File: src/rtl/saida_serial_arbitro_pkg.sv
// Shared definitions for the serial output arbiter: FSM state codes,
// watchdog defaults and an index-width helper.
package saida_serial_arbitro_pkg;

    typedef enum logic [2:0] {
        OCIOSO    = 3'd0,
        SELECIONA = 3'd1,
        DISPARA   = 3'd2,
        AGUARDA   = 3'd3,
        FINALIZA  = 3'd4,
        ERRO      = 3'd5
    } estado_t;

    localparam int TIMEOUT_PADRAO = 1000000;
    localparam int TMO_W_PADRAO   = 20;

    // A single source still needs a one-bit index register.
    function automatic int idx_width(input int n);
        return (n > 1) ? $clog2(n) : 1;
    endfunction

endpackage

File: src/rtl/arbitro_rr_prioridade.sv
// Rotating-priority encoder: first pending bit at or after ptr, wrapping modulo N.
module arbitro_rr_prioridade
    import saida_serial_arbitro_pkg::*;
#(
    parameter int N     = 4,
    parameter int IDX_W = idx_width(N)
) (
    input  logic [N-1:0]     pendentes,
    input  logic [IDX_W-1:0] ptr,
    output logic             valido,
    output logic [IDX_W-1:0] vencedor
);

    int j;

    // Walk from the farthest candidate back to ptr so the nearest one wins last.
    always_comb begin
        valido   = 1'b0;
        vencedor = '0;
        j        = 0;
        for (int i = N - 1; i >= 0; i--) begin
            j = int'(ptr) + i;
            if (j >= N) begin
                j = j - N;
            end
            if (pendentes[IDX_W'(j)]) begin
                valido   = 1'b1;
                vencedor = IDX_W'(j);
            end
        end
    end

endmodule

File: src/rtl/saida_serial_arbitro.sv
// Round-robin arbiter sharing one serial BCD output among N sources, with a
// watchdog that releases the output if the done pulse never arrives.
module saida_serial_arbitro
    import saida_serial_arbitro_pkg::*;
#(
    parameter int N       = 4,
    parameter int DATA_W  = 12,
    parameter int TIMEOUT = TIMEOUT_PADRAO,
    parameter int TMO_W   = TMO_W_PADRAO
) (
    input  logic                clock,
    input  logic                reset,
    input  logic [N-1:0]        req,
    input  logic [N*DATA_W-1:0] dado_req,
    input  logic                pronto_serial,
    output logic                inicio_serial,
    output logic [DATA_W-1:0]   dado_serial,
    output logic [N-1:0]        concedido,
    output logic [N-1:0]        atendido,
    output logic                ocupado,
    output logic                erro_timeout,
    output logic [2:0]          db_estado
);

    localparam int               IDX_W   = idx_width(N);
    localparam logic [TMO_W-1:0] CNT_MAX = TMO_W'(TIMEOUT - 1);

    estado_t          estado;
    estado_t          proximo;
    logic [N-1:0]     pendentes;
    logic [N-1:0]     limpa;
    logic [N-1:0]     idx_onehot;
    logic [IDX_W-1:0] ptr;
    logic [IDX_W-1:0] idx;
    logic [IDX_W-1:0] idx_seguinte;
    logic [IDX_W-1:0] vencedor;
    logic             valido;
    logic [TMO_W-1:0] contador;
    logic             estouro;

    arbitro_rr_prioridade #(
        .N     (N),
        .IDX_W (IDX_W)
    ) u_prioridade (
        .pendentes (pendentes),
        .ptr       (ptr),
        .valido    (valido),
        .vencedor  (vencedor)
    );

    always_comb begin
        idx_onehot      = '0;
        idx_onehot[idx] = 1'b1;
    end

    assign idx_seguinte = (idx == IDX_W'(N - 1)) ? '0 : idx + IDX_W'(1);
    assign estouro      = (contador == CNT_MAX);
    assign limpa        = (estado == FINALIZA || estado == ERRO) ? idx_onehot : '0;

    always_ff @(posedge clock or posedge reset) begin
        if (reset) begin
            estado <= OCIOSO;
        end else begin
            estado <= proximo;
        end
    end

    always_comb begin
        proximo = OCIOSO;
        case (estado)
            OCIOSO:    proximo = valido ? SELECIONA : OCIOSO;
            SELECIONA: proximo = DISPARA;
            DISPARA:   proximo = AGUARDA;
            AGUARDA: begin
                if (pronto_serial) begin
                    proximo = FINALIZA;
                end else if (estouro) begin
                    proximo = ERRO;
                end else begin
                    proximo = AGUARDA;
                end
            end
            FINALIZA:  proximo = OCIOSO;
            ERRO:      proximo = OCIOSO;
            default:   proximo = OCIOSO;
        endcase
    end

    // A request arriving in the same cycle as its clear stays pending.
    always_ff @(posedge clock or posedge reset) begin
        if (reset) begin
            pendentes   <= '0;
            ptr         <= '0;
            idx         <= '0;
            contador    <= '0;
            dado_serial <= '0;
        end else begin
            pendentes <= (pendentes & ~limpa) | req;
            if (estado == SELECIONA) begin
                idx         <= vencedor;
                dado_serial <= dado_req[int'(vencedor) * DATA_W +: DATA_W];
            end
            if (estado == DISPARA) begin
                contador <= '0;
            end else if (estado == AGUARDA && !pronto_serial && !estouro) begin
                contador <= contador + TMO_W'(1);
            end
            if (estado == FINALIZA || estado == ERRO) begin
                ptr <= idx_seguinte;
            end
        end
    end

    always_comb begin
        inicio_serial = (estado == DISPARA);
        erro_timeout  = (estado == ERRO);
        ocupado       = (estado != OCIOSO);
        atendido      = (estado == FINALIZA) ? idx_onehot : '0;
        concedido     = (estado == DISPARA || estado == AGUARDA ||
                         estado == FINALIZA || estado == ERRO) ? idx_onehot : '0;
        db_estado     = estado;
    end

endmodule

File: config.mk
export PLATFORM = sky130hd
export DESIGN_NAME = saida_serial_arbitro
export DESIGN_NICKNAME = d
export VERILOG_FILES = /design/src/rtl/saida_serial_arbitro_pkg.sv /design/src/rtl/arbitro_rr_prioridade.sv /design/src/rtl/saida_serial_arbitro.sv
export SDC_FILE = /design/constraint.sdc
export NUM_CORES = 1
export LEC_CHECK = 0
export BUFFER_PORTS_ARGS = -buffer_cell sky130_fd_sc_hd__buf_2
export CORE_MARGIN = 8
export CORE_UTILIZATION = 53
export CTS_BUF_LIST = sky130_fd_sc_hd__clkbuf_4
export DETAILED_ROUTE_END_ITERATION = 6
export HOLD_SLACK_MARGIN = 0.1
export MAX_ROUTING_LAYER = met4
export PLACE_DENSITY = 0.83
export SYNTH_ARGS = -nofsm -noshare
export SYNTH_HDL_FRONTEND = slang
export SYNTH_SLANG_ARGS = --single-unit
File: constraint.sdc
create_clock -name clock -period 2.15 [get_ports clock]
set_input_delay 0.3225 -clock clock [delete_from_list [all_inputs] [get_ports clock]]
set_output_delay 0.3225 -clock clock [all_outputs]
set_load 0.02 [all_outputs]
; After elaboration in Yosys (flattened, before gate mapping)
; Index checks and enable logic that the tools add are counted.
[op_classes]
addsub = 9
n_mul = 1
div = 0
magnitude_cmp = 10
n_eq_ne = 7
n_shift = 1
mux = 36
bitwise = 3
n_reduce_logical = 12
[ops]
columns = cell, n
row1 = indexed part select 48 x 7 -> 12 bit, 1
row2 = two-way mux 20 bit, 2
row3 = adder 20 x 1 -> 20 bit (second input constant), 1
row4 = == test 20 bit (second input constant), 1
row5 = two-way mux 2 bit, 9
row6 = less-than comparator 2 x 4 -> 1 bit (second input constant), 4
row7 = two-way mux 1 bit, 14
row8 = two-way mux 4 bit, 3
row9 = one-hot mux 3 bit (4 select lines), 1
row10 = >= comparator 3 bit (second input constant), 3
row11 = binary-select mux 1 bit (select 2 bit), 4
row12 = subtractor 2 x 1 -> 2 bit (second input constant), 4
row13 = adder 2 x 2 -> 3 bit (second input constant), 2
row14 = == test 3 x 2 -> 1 bit (second input constant), 2
row15 = == test 3 bit (second input constant), 2
row16 = two-way mux 3 bit, 2
row17 = bitwise AND 4 bit, 1
row18 = logical OR 1 bit, 4
row19 = multiplier 2 x 2 -> 4 bit (second input constant), 1
row20 = NOT 4 bit, 1
row21 = bitwise OR 4 bit, 1
row22 = adder 2 x 1 -> 3 bit (second input constant), 1
row23 = == test 3 x 1 -> 1 bit (second input constant), 1
row24 = >= comparator 2 x 3 -> 1 bit (second input constant), 1
row25 = 10 further kinds, 13
[word_totals]
reg_bits = 43
latchBits = 0
ram_bits = 0
mem_bits_ro = 0
inputBits = 55
output_inout_bits = 26
elab_cells = 85
memories = 0

; Longest topological paths before layout
[logic_depth]
depth_word = 12
depth_mapped = 7
ltp_nobuf = 6

; Cells and area by module
; A second synthesis with hierarchy kept.
[unflattened]
hier_cells = 255
area_unflattened_um2 = 2661.3
[modules_own_cells]
columns = mod, instances, cells_per_inst, area_per_inst_um2, seq_area_each_um2
row1 = saida_serial_arbitro, 1, 242, 2583.7, 1076.0
row2 = arbitro_rr_prioridade, 1, 13, 77.6, 0.0

; Least setup slack after synthesis
; Ideal clock, no wire load.
[synth_path]
path_type = register -> output
start = reg estado[1] (netlist: db_estado[1])
end = out inicio_serial
arrival_ns = 1.535
t_required_ns = 1.827
setup_slack_ns = 0.292
stages_incl_launch_ff = 6
n_path_buf = 2
path_cell_list = dfrtp_1 -> inv_2 -> or3_1 -> clkbuf_1 -> inv_1 -> buf_2
[synth_via]
elab_chain_len = 1
[synth_lines]
columns = element, line
row1 = "start, declared", saida_serial_arbitro.sv:28  ; estado_t estado;
row2 = "start signal, assigned", saida_serial_arbitro.sv:64  ; estado <= proximo;
row3 = == test 3 x 2 -> 1 bit, saida_serial_arbitro.sv:115  ; inicio_serial = (estado == DISPARA);
row4 = "end, declared", saida_serial_arbitro.sv:16  ; output logic inicio_serial,
; No other way between the ends.

; Worst setup path in the final report
[layout_path]
start = reg estado[2] (netlist: db_estado[2])
end = out concedido[2]
[layout_via]
elab_chain_len = 5
elab_cells_between_ends = 8
classes_between = 4 x eq/ne / 1 x mux / 3 x reduce/logical
[layout_lines]
columns = element, line
row1 = == test 3 x 2 -> 1 bit, saida_serial_arbitro.sv:119  ; concedido = (estado == DISPARA || estado == AGUARDA ||
row2 = logical OR 1 bit (2 in series), saida_serial_arbitro.sv:119
row3 = logical OR 1 bit (*), saida_serial_arbitro.sv:120  ; estado == FINALIZA || estado == ERRO) ? idx_onehot : '0;
row4 = two-way mux 4 bit (*), saida_serial_arbitro.sv:120
row5 = "end, declared", saida_serial_arbitro.sv:18  ; output logic [N-1:0] concedido,
; Mark *: on every way between the ends. The rest lies on a longest branch, timed or not.

==> results.ini <==
[status]
status = finished clean

[placement]
dpl.hpwl_um = 4690
detailedPlace.worstSlack_ps = 226
place_congestion = 0.850
io_buffers = 80

[routing]
drt_iter0_markers = 111
routed_wl_um = 6190
post_drt_wl_per_cell_um = 15.6
avgViaCountPerCell = 5.72
final_antenna_net_count = 0
drc = 0
vias = 2271
drt_pass1_iterations = 4

[floorplanning]
die_h_um = 84.4
die_area_um2 = 7130
fp.dieW_um = 84.4
rows = 25
core-area_um2 = 4630
start_util = 0.536
pin_count = 81

[yosys]
async_reset_ff_frac = 1.00
synth_area_per_cell_um2 = 9.66
yosysUniqueCellTypes = 44
syn_nets = 320
ys.warnings.count = 0
synth_flop_cell = dfrtp_1
yosysSeqAreaShare = 0.433
synth_area_um2 = 2480
yosys_register_bits = 43
synthCells = 257
synth-edff-count = 0

[sta]
worst_pin_slew_ps = 647
max_slew_margin = 0.569
fin_setup_tns_ps = 0
rsz0062_at_grt = false
maxSlewViolCount = 0
setup_viol_count_final = 0
fmax_ghz = 0.495
min_period_ps = 2020
finalWorstSetupSlack_ps = 129
finalCritPeriodShare = 0.940
final_hold_viol_count = 0
clock_skew_ps = 14.3

[setup_path]
endpoint_kind = primary output
rr_worst_depth = 5
worstPathArrival_ps = 1700
crit_fanout = 10
rr_endpoint = contador[16]$_DFFE_PP0P_
reg2reg_from = contador[11]$_DFFE_PP0P_
cp-start-kind = flop
crit_type = reg -> out
cp.required_ps = 1830
r2r_slack_ps = 170

[clock_network]
htree_num_levels = 2
cts_buffer_depth = 2
path_clk_slew_ps = 130
cts_sinks = 43
cts_tree = done
numCtsBuffers = 5
cts-root-buf = clkbuf_4
post_cts_resized = 0
clk_latency_ps = 370

[global_routing]
first_global_vias = 2153
antenna_found_initial = 0
grt.overflow.total = 0
grt_pass1_wl_um = 10100
grt_max_degree = 44
grt_use_total = 0.175

[job]
timing.max_cap.violations = 0

[power]
p_leak_uw = 0.00154
vdd_ir_drop_max_v = 0.000625
p_total_uw = 3390
powerDensity_nw_per_um2 = 1120

[worst_hold_path]
hold_start = req[3]
hp-class = in -> reg
whs_endpoint = pendentes[3]$_DFF_PP0_
holdPathStages = 2

[layout]
fill_cells = 386
area_delta_synth_final_pct = 22.3
nNetsFinal = 405
final_layout_size_suffix_gt1_frac = 0.300
num_antenna_cells = 0

## logic make-up (layout without fill, tap and decap cells)
logic type | count (synthesis) | after routing | share of synthesized area
AND/OR/NAND/NOR | 96 | 96 | 0.207
adder cells (fa/ha/maj) | 8 | 8 | 0.0403
AO/OA/AOI/OAI | 58 | 58 | 0.162
buffers and inverters | 24 | 110 | 0.0464
multiplexers | 24 | 24 | 0.0968
flip-flops | 43 | 43 | 0.433
XOR/XNOR | 4 | 4 | 0.0141
## critical path, stage by stage (launching register included)
cell and delay, ps:
dfrtp_1 400, buf_4 160, inv_1 140, ha_1 300, and2_1 180, buf_2 150
## per-stage QoR
stage               area (µm²)   util  cells  hold WS, ps
floorplan                 2480      -    257          415
global placement          2940  0.635    388          466
detailed placement        2940  0.635    388          470
CTS                       3040  0.656    397          121
global route              3040  0.656    397          126
finish                    3040  0.656    397          124
## registers in the layout, indices dropped and copies added, names as in the netlist
register     count
pendentes        4
dado_serial     12
idx              2
db_estado        3
ptr              2
contador        20
## worst max path at each step
stage / start / endpoint / depth (start not counted)
4_1_cts: db_estado[2]$_DFF_PP0_ / concedido[2] / 5
2_1_floorplan: db_estado[1]$_DFF_PP0_ / inicio_serial / 5
5_1_grt: contador[11]$_DFFE_PP0P_ / contador[16]$_DFFE_PP0P_ / 5
3_3_place_gp: contador[0]$_DFFE_PP0P_ / contador[19]$_DFFE_PP0P_ / 6
3_5_place_dp: contador[0]$_DFFE_PP0P_ / contador[19]$_DFFE_PP0P_ / 6
6_report: db_estado[2]$_DFF_PP0_ / concedido[2] / 5
## per-layer routing
metal	up-vias	wire (µm)	GRT usage
li1	1121	-	-
met1	1090	2820	0.212
met2	53	3040	0.276
met3	7	241	0.0410
met4	0	82	0.0680
met5	-	0	-
## cells in the mapped netlist (2+ instances only)
cell type  number  area share
dfrtp_1        43        0.43
nand2_1        31       0.047
mux2i_1        24       0.097
a21oi_1        13       0.026
inv_1          13       0.020
o21ai_0        12       0.024
o221ai_1       12       0.042
nor2_1         10       0.015
or3_1           9       0.023
ha_1            8       0.040
and2_1          7       0.018
nand3_1         7       0.014
and3_1          5       0.013
clkbuf_1        5      0.0076
nand4_1         5       0.013
nor3_1          5       0.010
a21o_1          4       0.012
o211ai_1        4       0.012
o31ai_1         4       0.012
or4_1           4       0.012
buf_6           3       0.014
xor2_1          3       0.011
and4_1          2      0.0071
buf_2           2      0.0040
nor2b_1         2      0.0050
or2_2           2      0.0050
## area by class of cell
class                           instances  area [µm²]  area share
Multi-Input combinational cell        190        1290       0.425
Clock inverter                          3        47.5      0.0157
Clock buffer                            5        37.5      0.0124
Sequential cell                        43        1080       0.354
Timing Repair Buffer                   88         463       0.153
Inverter                               14        52.6      0.0173
Tap cell                               54        67.6      0.0223
## repair_timing
item	in CTS	in global routing
hold endpoints to repair	43	0
buffers inserted	0	0
hold buffers	1	0
## report_power, final
part | leakage [µW] | internal (µW) | switching [µW]
logic | 0.000941 | 682 | 1040
clock network | 0.0000458 | 251 | 280
registers | 0.000551 | 997 | 140
## cells in the final DEF (no fill, tap or decap), types with 4 or more instances in the layout
master	count
and2_1	7
a21oi_1	13
nand3_1	7
inv_1	13
mux2i_1	24
or3_1	9
buf_2	80
o31ai_1	4
o221ai_1	12
or4_1	4
a21o_1	4
nor2_1	10
o211ai_1	4
clkbuf_4	5
ha_1	8
nand2_1	31
o21ai_0	12
nor3_1	5
and3_1	5
nand4_1	5
dfrtp_1	43
buf_4	7
Power figures use the tool's default switching activity.
